$ cat config.mk
export PLATFORM = sky130hd
export DESIGN_NAME = seg_frame_serializer
export DESIGN_NICKNAME = d
export VERILOG_FILES = /design/src/rtl/display_pkg.sv /design/src/rtl/seg_frame_serializer_sr_bit_timer.sv /design/src/rtl/seg_frame_serializer.sv
export SDC_FILE = /design/constraint.sdc
export NUM_CORES = 1
export LEC_CHECK = 0
export ABC_AREA = 1
export BUFFER_PORTS_ARGS = -buffer_cell sky130_fd_sc_hd__buf_2
export CAP_MARGIN = 20
export CORE_ASPECT_RATIO = 0.5
export CORE_UTILIZATION = 35
export CTS_CLUSTER_DIAMETER = 60
export CTS_CLUSTER_SIZE = 16
export DETAILED_ROUTE_END_ITERATION = 10
export SLEW_MARGIN = 20
export SYNTH_ARGS = -nofsm -noshare
export SYNTH_HDL_FRONTEND = slang
export SYNTH_SLANG_ARGS = --single-unit
$ cat constraint.sdc
create_clock -name i_clk -period 4.5 [get_ports i_clk]
set_input_delay 0.45 -clock i_clk [delete_from_list [all_inputs] [get_ports i_clk]]
set_output_delay 0.45 -clock i_clk [all_outputs]
set_load 0.02 [all_outputs]
$ cat src/rtl/display_pkg.sv
// Shared display definitions: transmit FSM encoding and default digit geometry,
// common to the segment encoder and the frame serializer.
package display_pkg;

    typedef enum logic [1:0] {
        ST_IDLE  = 2'd0,
        ST_SHIFT = 2'd1,
        ST_LATCH = 2'd2
    } tx_state_t;

    localparam int DEF_SEG_BITS   = 8;
    localparam int DEF_NUM_DIGITS = 6;

endpackage

$ cat src/rtl/seg_frame_serializer_sr_bit_timer.sv
// Serial bit timer: a divider that produces the serial-clock phase and a
// per-bit tick, plus a bit counter that flags the last bit of a frame.
module sr_bit_timer #(
    parameter int N_BITS  = 48,
    parameter int CLK_DIV = 2
) (
    input  logic clk,
    input  logic rst_n,
    input  logic clr,
    input  logic en,
    output logic sclk_phase,
    output logic bit_tick,
    output logic frame_done
);

    localparam int DIV_W = $clog2(2 * CLK_DIV) + 1;
    localparam int BIT_W = $clog2(N_BITS) + 1;

    localparam logic [DIV_W-1:0] DIV_LAST = DIV_W'(2 * CLK_DIV - 1);
    localparam logic [DIV_W-1:0] DIV_HALF = DIV_W'(CLK_DIV);
    localparam logic [BIT_W-1:0] BIT_LAST = BIT_W'(N_BITS - 1);

    logic [DIV_W-1:0] div_cnt;
    logic [BIT_W-1:0] bit_cnt;

    // Low half of the bit period first, so data settles before the rising edge.
    assign sclk_phase = (div_cnt >= DIV_HALF);
    assign bit_tick   = en & (div_cnt == DIV_LAST);
    assign frame_done = bit_tick & (bit_cnt == BIT_LAST);

    // Divider wraps at the terminal count and bumps the bit counter; clear wins over enable.
    always_ff @(posedge clk) begin
        if (!rst_n || clr) begin
            div_cnt <= '0;
            bit_cnt <= '0;
        end else if (en) begin
            if (div_cnt == DIV_LAST) begin
                div_cnt <= '0;
                bit_cnt <= bit_cnt + 1'b1;
            end else begin
                div_cnt <= div_cnt + 1'b1;
            end
        end
    end

endmodule

$ cat src/rtl/seg_frame_serializer.sv
// Frame serializer for daisy-chained display shift registers: one-frame
// holding buffer behind a valid/ready handshake, MSB-first shift-out with a
// divided serial clock, a latch pulse per frame and optional auto-refresh.
module seg_frame_serializer
    import display_pkg::*;
#(
    parameter int NUM_DIGITS = DEF_NUM_DIGITS,
    parameter int SEG_BITS   = DEF_SEG_BITS,
    parameter int CLK_DIV    = 2,
    parameter int REFRESH    = 1
) (
    input  logic                           i_clk,
    input  logic                           i_reset_n,
    input  logic                           i_en,
    input  logic [NUM_DIGITS*SEG_BITS-1:0] i_frame,
    input  logic                           i_frame_valid,
    output logic                           o_frame_ready,
    output logic                           o_serial_data,
    output logic                           o_serial_clk,
    output logic                           o_serial_latch,
    output logic                           o_busy
);

    localparam int N_BITS = NUM_DIGITS * SEG_BITS;

    tx_state_t state, state_nxt;

    logic [N_BITS-1:0] hold_reg;
    logic [N_BITS-1:0] shift_reg;
    logic              hold_full;
    logic              loaded;

    logic load_shift;
    logic take_hold;
    logic tmr_clr;
    logic tmr_en;
    logic sclk_phase;
    logic bit_tick;
    logic frame_done;
    logic accept;

    assign accept = i_frame_valid & ~hold_full;

    sr_bit_timer #(
        .N_BITS  (N_BITS),
        .CLK_DIV (CLK_DIV)
    ) u_timer (
        .clk        (i_clk),
        .rst_n      (i_reset_n),
        .clr        (tmr_clr),
        .en         (tmr_en),
        .sclk_phase (sclk_phase),
        .bit_tick   (bit_tick),
        .frame_done (frame_done)
    );

    // State register.
    always_ff @(posedge i_clk) begin
        if (!i_reset_n) begin
            state <= ST_IDLE;
        end else begin
            state <= state_nxt;
        end
    end

    // Next state and datapath controls; a pending frame beats a refresh.
    always_comb begin
        state_nxt  = state;
        load_shift = 1'b0;
        take_hold  = 1'b0;
        tmr_clr    = 1'b0;
        tmr_en     = 1'b0;
        case (state)
            ST_IDLE: begin
                tmr_clr = 1'b1;
                if (i_en && hold_full) begin
                    load_shift = 1'b1;
                    take_hold  = 1'b1;
                    state_nxt  = ST_SHIFT;
                end else if (i_en && (REFRESH != 0) && loaded) begin
                    load_shift = 1'b1;
                    state_nxt  = ST_SHIFT;
                end
            end
            ST_SHIFT: begin
                tmr_en = i_en;
                if (frame_done) begin
                    tmr_clr   = 1'b1;
                    state_nxt = ST_LATCH;
                end
            end
            ST_LATCH: begin
                // The divider times one full bit period for the latch pulse.
                tmr_en = i_en;
                if (bit_tick) begin
                    tmr_clr   = 1'b1;
                    state_nxt = ST_IDLE;
                end
            end
            default: begin
                tmr_clr   = 1'b1;
                state_nxt = ST_IDLE;
            end
        endcase
    end

    // Holding buffer: content is kept after transfer so refresh can resend it.
    always_ff @(posedge i_clk) begin
        if (!i_reset_n) begin
            hold_reg  <= '0;
            hold_full <= 1'b0;
            loaded    <= 1'b0;
        end else if (accept) begin
            hold_reg  <= i_frame;
            hold_full <= 1'b1;
            loaded    <= 1'b1;
        end else if (take_hold) begin
            hold_full <= 1'b0;
        end
    end

    // Shift register: loads from the buffer, shifts left at each bit boundary.
    always_ff @(posedge i_clk) begin
        if (!i_reset_n) begin
            shift_reg <= '0;
        end else if (load_shift) begin
            shift_reg <= hold_reg;
        end else if ((state == ST_SHIFT) && bit_tick) begin
            shift_reg <= shift_reg << 1;
        end
    end

    assign o_frame_ready  = ~hold_full;
    assign o_serial_data  = (state == ST_SHIFT) & shift_reg[N_BITS-1];
    assign o_serial_clk   = (state == ST_SHIFT) & sclk_phase;
    assign o_serial_latch = (state == ST_LATCH);
    assign o_busy         = (state != ST_IDLE);

endmodule

Word level (Yosys, flattened, before mapping) --
Cells that the tools add are included.
Operators by class: add/subtract/negate cells 2, reductions and logical operators 12, equality and inequality tests 7, order comparisons 1, bitwise gates (word level) 6, muxes and demuxes 19
Operators with widths (number):
- two-way mux 48 bit | 2
- two-way mux 1 bit | 10
- two-way mux 2 bit | 4
- adder 7 x 1 -> 7 bit (second input constant) | 1
- equality test 7 x 6 -> 1 bit (second input constant) | 1
- one-hot mux 2 bit (3 select lines) | 1
- nonzero test 2 bit | 3
- AND 1 bit | 5
- adder 3 x 1 -> 3 bit (second input constant) | 1
- equality test 3 x 2 -> 1 bit (second input constant) | 1
- greater-or-equal comparator 3 x 2 -> 1 bit (second input constant) | 1
- logical AND 1 bit | 3
- two-way mux 3 bit | 1
- != test 3 bit (second input constant) | 1
- AND reduction 3 bit | 1
- equality test 2 x 1 -> 1 bit (second input constant) | 1
- equality test 2 bit (second input constant) | 1
- logical NOT 2 bit | 1
- != test 2 x 1 -> 1 bit (second input constant) | 1
- != test 2 bit (second input constant) | 1
- one-hot mux 1 bit (2 select lines) | 1
- AND reduction 2 bit | 1
- OR reduction 2 bit | 1
- logical NOT 1 bit | 1
- 2 further kinds | 2
Word-level totals: flip-flop bits (word level) 110, output and inout bits 5, input bits 52, word-level logic and storage cells 54

Logic depth before layout (Yosys ltp) --
word-level depth 8, depth in mapped cells 10, gate-level depth less buffers 10

Cells and area by module --
Synthesis repeated with hierarchy kept, for this count alone.
Second synthesis, totals: cells, all modules 793, area, all modules 5101.1 um2
By module, submodules not included:
- seg_frame_serializer | area an instance 4576.9 um2, times used 1, seq. area each 2001.9 um2, cells each 716
- sr_bit_timer | area an instance 524.3 um2, times used 1, seq. area each 200.2 um2, cells each 77

Worst setup path before layout --
No wires, ideal clock.
path type register to register, from register state[1], to register shift_reg[47], data arrival time 1467 ps, setup time 113 ps, clock period less this slack 1581 ps, path buffers 1, required time 4387 ps, cell stages (with the launch flop) 11, setup slack 2919 ps, cell sequence dfxtp_1 > inv_1 > ha_1 > nand2_2 > nor2_4 > nand2_2 > nand2_4 > inv_2 > buf_6 > nor2_1 > nor2_1
Between the ends: longest elaborated chain between the ends 6, elaborated cells on any way between the ends 10, those cells by class eq/ne: 2; mux: 3; bitwise: 1; reduce/logical: 4
RTL lines:
- start: declaration | RTL line seg_frame_serializer.sv:26 | tx_state_t state, state_nxt;
- start signal: assignment | RTL line seg_frame_serializer.sv:62 | state <= state_nxt;
- equality test 2 bit or equality test 2 x 1 -> 1 bit (tied branches) | RTL line seg_frame_serializer.sv:73, seg_frame_serializer.sv:128
- OR reduction 2 bit (no line)
- two-way mux 1 bit | RTL line seg_frame_serializer.sv:73 | case (state)
- AND 1 bit | RTL line seg_frame_serializer_sr_bit_timer.sv:28 | assign bit_tick = en & (div_cnt == DIV_LAST);
- logical AND 1 bit | RTL line seg_frame_serializer.sv:128 | end else if ((state == ST_SHIFT) && bit_tick) begin
- nonzero test 2 bit (no line)
- end signal: assignment | RTL line seg_frame_serializer.sv:127 | shift_reg <= hold_reg;
- end signal: assignment | RTL line seg_frame_serializer.sv:129 | shift_reg <= shift_reg << 1;
- end: declaration | RTL line seg_frame_serializer.sv:29 | logic [N_BITS-1:0] shift_reg;
Parallel ways exist; a longest one is shown, timed or not. A chain may end at the register's enable or synchronous reset.

Worst setup path in the final report --
from register hold_full, to register shift_reg[37]
Between the ends: longest elaborated chain between the ends 4, elaborated cells on any way between the ends 5, those cells by class mux: 3; reduce/logical: 2
RTL lines:
- start: declaration | RTL line seg_frame_serializer.sv:30 | logic hold_full;
- start signal: assignment | RTL line seg_frame_serializer.sv:111 | hold_full <= 1'b0;
- start signal: assignment | RTL line seg_frame_serializer.sv:115 | hold_full <= 1'b1;
- start signal: assignment | RTL line seg_frame_serializer.sv:118 | hold_full <= 1'b0;
- logical AND 1 bit (*) | RTL line seg_frame_serializer.sv:76 | if (i_en && hold_full) begin
- two-way mux 1 bit (*) | RTL line seg_frame_serializer.sv:76
- two-way mux 1 bit (*) | RTL line seg_frame_serializer.sv:73
- two-way mux 48 bit or nonzero test 2 bit (tied branches)
Every way passes the cells marked *; elsewhere a longest branch is shown, timed or not.

==> impl_metrics.xml <==
<?xml version="1.0" encoding="UTF-8"?>
<metrics>
  <group name="outcome">
    <metric name="run_status" unit="">finished, final reports clean</metric>
  </group>
  <group name="grt">
    <metric name="first_global_vias" unit="">3437</metric>
    <metric name="initial_antenna_violation_count" unit="">0</metric>
    <metric name="global_route.overflow_total" unit="">0</metric>
    <metric name="globalRouteTotalUtil" unit="">0.147</metric>
    <metric name="grt_start_max_net_pins" unit="">82</metric>
    <metric name="global_route_wire_length_before_repair" unit="um">16100</metric>
  </group>
  <group name="clock_network">
    <metric name="ctsHoldBuffers" unit="">0</metric>
    <metric name="post-cts-setup-buffers" unit="">0</metric>
    <metric name="cts.sinks" unit="">110</metric>
    <metric name="post_cts_resize_count" unit="">0</metric>
    <metric name="cts_tree" unit="">yes</metric>
    <metric name="cts_buffers" unit="">9</metric>
    <metric name="worst_setup_hold_path_clk_slew" unit="ns">0.07</metric>
    <metric name="cts_buffer_depth" unit="">2</metric>
    <metric name="cts.root.buffer_cell" unit="">sky130_fd_sc_hd__clkbuf_16</metric>
    <metric name="clock_latency_of_the_later_clocked_register_in_the_worst_skew_pair" unit="ns">0.35</metric>
    <metric name="htreeDepth" unit="">3</metric>
  </group>
  <group name="cells_and_area">
    <metric name="synthToLayoutAreaGrowth" unit="%">13.2</metric>
    <metric name="final_nets" unit="">721</metric>
    <metric name="fraction_of_the_core_area_covered_by_cells_at_the_end_of_the_flow" unit="">0.409</metric>
    <metric name="layout.cells.non_filler" unit="">837</metric>
    <metric name="final_layout_size_suffix_gt1_frac" unit="">0.135</metric>
    <metric name="antenna_cells" unit="">0</metric>
  </group>
  <group name="route">
    <metric name="drt_pass1_iterations" unit="">4</metric>
    <metric name="average_via_count_per_standard_cell" unit="">4.77</metric>
    <metric name="drc_errors_left" unit="">0</metric>
    <metric name="route.detailed.wl_per_inst" unit="um">11.4</metric>
    <metric name="antenna_violating_nets_post_route" unit="">0</metric>
    <metric name="via_count" unit="">3993</metric>
    <metric name="wl" unit="um">9570</metric>
    <metric name="drt_iter0_markers" unit="">189</metric>
  </group>
  <group name="sta">
    <metric name="fmax" unit="MHz">346</metric>
    <metric name="timing.slew.headroom" unit="">0.470</metric>
    <metric name="worstMarginPinSlew" unit="ns">0.795</metric>
    <metric name="rsz0062_at_grt" unit="">no</metric>
    <metric name="finalHoldWorstSlack" unit="ns">0.353</metric>
    <metric name="post-route-min-period" unit="ns">2.89</metric>
    <metric name="final_hold_viol_count" unit="">0</metric>
    <metric name="final_min_period_over_clock_period" unit="">0.642</metric>
    <metric name="setup_total_negative_slack" unit="ns">0</metric>
    <metric name="timing.final.max_slew_violations" unit="">0</metric>
    <metric name="finalClockSkew" unit="ns">0.00982</metric>
    <metric name="setup_viol" unit="">0</metric>
  </group>
  <group name="die">
    <metric name="start_util" unit="">0.362</metric>
    <metric name="die_height" unit="um">83.2</metric>
    <metric name="rows" unit="">29</metric>
    <metric name="floorplan.core_area" unit="mm2">0.0128</metric>
    <metric name="floorplan.die_area" unit="mm2">0.0137</metric>
    <metric name="dieWidth" unit="um">164</metric>
    <metric name="io_pins" unit="">57</metric>
  </group>
  <group name="critical_path">
    <metric name="timing.reg2reg.setup_slack" unit="ns">1.61</metric>
    <metric name="reg2regPathDepth" unit="">7</metric>
    <metric name="timing.critical_path.required" unit="ns">4.69</metric>
    <metric name="cp_slowest_cell" unit="">sky130_fd_sc_hd__nand2_4</metric>
    <metric name="crit-reg2reg-capture" unit="">shift_reg[37]</metric>
    <metric name="cp.arrival" unit="ns">3.08</metric>
    <metric name="r2r-start" unit="">hold_full</metric>
    <metric name="worstPathCellList" unit="">nand2_1 -&gt; nand2_2 -&gt; nand2_4 -&gt; nand2_4 -&gt; inv_2 -&gt; nand2_1 -&gt; a21oi_1</metric>
    <metric name="critical_path.n_buffers_inverters" unit="">1</metric>
    <metric name="peak_fanout_along_the_critical_path" unit="">81</metric>
    <metric name="end_kind" unit="">flop</metric>
    <metric name="crit_path_start_kind" unit="">flop</metric>
    <metric name="cp_top_family" unit="">simple AND/OR/NAND/NOR gates</metric>
    <metric name="max_incr_delay_on_cp" unit="ns">0.73</metric>
    <metric name="worstSetupPathType" unit="">reg2reg</metric>
  </group>
  <group name="logic_synthesis">
    <metric name="yosysWarningCount" unit="">0</metric>
    <metric name="syn_avg_cell_area" unit="um2">7.32</metric>
    <metric name="synth_unique_cells" unit="">25</metric>
    <metric name="mappedNetlistArea" unit="mm2">0.00462</metric>
    <metric name="synth_sequential_area_ratio" unit="">0.477</metric>
    <metric name="synth.net_count" unit="">690</metric>
    <metric name="ys_ff_latch" unit="">110</metric>
    <metric name="postSynthCellCount" unit="">631</metric>
  </group>
  <group name="worst_hold_path">
    <metric name="worstHoldPathType" unit="">in2reg</metric>
    <metric name="hold_end" unit="">hold_reg[16]</metric>
    <metric name="min_from" unit="">i_frame[16]</metric>
    <metric name="timing.hold.worst_path_depth" unit="">3</metric>
  </group>
  <group name="pwr">
    <metric name="report.power.total" unit="mW">2.20</metric>
    <metric name="total_leakage_power" unit="nW">2.03</metric>
    <metric name="worst_ir_drop_vdd" unit="mV">0.190</metric>
    <metric name="power_density_normalized_to_cell_area" unit="mW/mm2">420</metric>
  </group>
  <group name="placement">
    <metric name="post-place-cells" unit="">820</metric>
    <metric name="gp_congestion" unit="">0.699</metric>
    <metric name="dp.final_hpwl" unit="um">6060</metric>
    <metric name="io_buffers" unit="">56</metric>
  </group>
  <group name="job">
    <metric name="maxCapViolCount" unit="">0</metric>
  </group>
</metrics>
-- worst register-to-register path, stage by stage (launching register included) --
cell and delay [ns]:
sky130_fd_sc_hd__dfxtp_1 0.36, sky130_fd_sc_hd__nand2_1 0.08, sky130_fd_sc_hd__nand2_2 0.50, sky130_fd_sc_hd__nand2_4 0.56, sky130_fd_sc_hd__nand2_4 0.73, sky130_fd_sc_hd__inv_2 0.31
sky130_fd_sc_hd__nand2_1 0.12, sky130_fd_sc_hd__a21oi_1 0.07
-- cells in the final DEF (no fill, tap or decap) --
| master | instances |
|---|---|
| sky130_fd_sc_hd__nor2_2 | 1 |
| sky130_fd_sc_hd__buf_4 | 4 |
| sky130_fd_sc_hd__inv_8 | 1 |
| sky130_fd_sc_hd__dfxtp_1 | 110 |
| sky130_fd_sc_hd__o21ai_1 | 19 |
| sky130_fd_sc_hd__a21oi_1 | 35 |
| sky130_fd_sc_hd__nand3_1 | 74 |
| sky130_fd_sc_hd__buf_16 | 1 |
| sky130_fd_sc_hd__clkinv_4 | 1 |
| sky130_fd_sc_hd__inv_2 | 1 |
| sky130_fd_sc_hd__buf_2 | 56 |
| sky130_fd_sc_hd__nand3_2 | 1 |
| sky130_fd_sc_hd__nand2_1 | 95 |
| sky130_fd_sc_hd__nand2_4 | 2 |
| sky130_fd_sc_hd__o21ai_0 | 78 |
| sky130_fd_sc_hd__nor3_1 | 1 |
| sky130_fd_sc_hd__xnor2_1 | 2 |
| sky130_fd_sc_hd__nand2_2 | 6 |
| sky130_fd_sc_hd__nor2_4 | 1 |
| sky130_fd_sc_hd__clkbuf_16 | 9 |
| sky130_fd_sc_hd__xor2_1 | 2 |
| sky130_fd_sc_hd__clkinv_1 | 1 |
| sky130_fd_sc_hd__nor2_1 | 123 |
| sky130_fd_sc_hd__ha_1 | 7 |
| sky130_fd_sc_hd__inv_1 | 30 |
| sky130_fd_sc_hd__clkinv_2 | 1 |
| sky130_fd_sc_hd__inv_6 | 4 |
| sky130_fd_sc_hd__or2_2 | 1 |
-- report_power, final --
| group | switching [mW] | total (mW) | leakage (nW) | internal [mW] |
|---|---|---|---|---|
| Combinational | 0.227 | 0.341 | 0.988 | 0.114 |
| Clock | 0.377 | 0.765 | 0.143 | 0.388 |
| Sequential | 0.0376 | 1.09 | 0.904 | 1.05 |
| Total | 0.642 | 2.20 | 2.03 | 1.55 |
-- metrics by stage --
step	worst slack (ns)	cell area, um2
2_1_floorplan	2.92	4620
3_3_place_gp	1.44	4920
3_5_place_dp	1.38	4920
4_1_cts	1.60	5200
5_1_grt	1.28	5230
6_report	1.61	5230
-- area by class of cell --
| type | instances | area [um2] |
|---|---|---|
| fillers | 1335 | 7540 |
| multi-input cells | 448 | 2070 |
| clock buffers | 9 | 225 |
| inverters | 32 | 120 |
| clock inverters | 7 | 60.1 |
| well taps | 170 | 213 |
| flip-flops and latches | 110 | 2200 |
| repair buffers | 61 | 338 |
-- logic make-up (layout without fill, tap and decap cells) --
logic type      after synthesis  in the layout  synth area share
simple gates                305            305             0.278
xor+xnor                      4              4           0.00758
compound gates              132            132             0.143
flops                       110            110             0.477
fa+ha+maj                     7              7            0.0190
buf+inv                      73            109            0.0758
-- how the worst max path moves through the flow --
| stage | startpoint | end | slack [ns] | depth (start not counted) |
|---|---|---|---|---|
| after floorplan | state[1] | shift_reg[47] | 2.92 | 10 |
| after global placement | i_en | shift_reg[36] | 1.44 | 8 |
| after detailed placement | i_en | shift_reg[37] | 1.38 | 8 |
| after CTS | hold_full | shift_reg[37] | 1.60 | 7 |
| after global routing | hold_full | shift_reg[37] | 1.28 | 7 |
| final | hold_full | shift_reg[37] | 1.61 | 7 |
-- per-layer routing --
metal	track usage	routed length (um)
met1	0.201	4990
met3	0.0380	297
met5	0	0
met2	0.228	4170
met4	0.0425	115
-- synth_stat cells, drive strengths merged --
library cell / number / area share
a21oi: 35 / 0.038
buf: 24 / 0.036
clkbuf: 17 / 0.014
clkinv: 1 / 0.00081
dfxtp: 110 / 0.48
ha: 7 / 0.019
inv: 31 / 0.025
nand2: 103 / 0.090
nand3: 75 / 0.082
nor2: 125 / 0.10
nor3: 1 / 0.0011
o21ai: 97 / 0.11
or2: 1 / 0.0014
xnor2: 2 / 0.0038
xor2: 2 / 0.0038
Power figures use the tool's default switching activity.
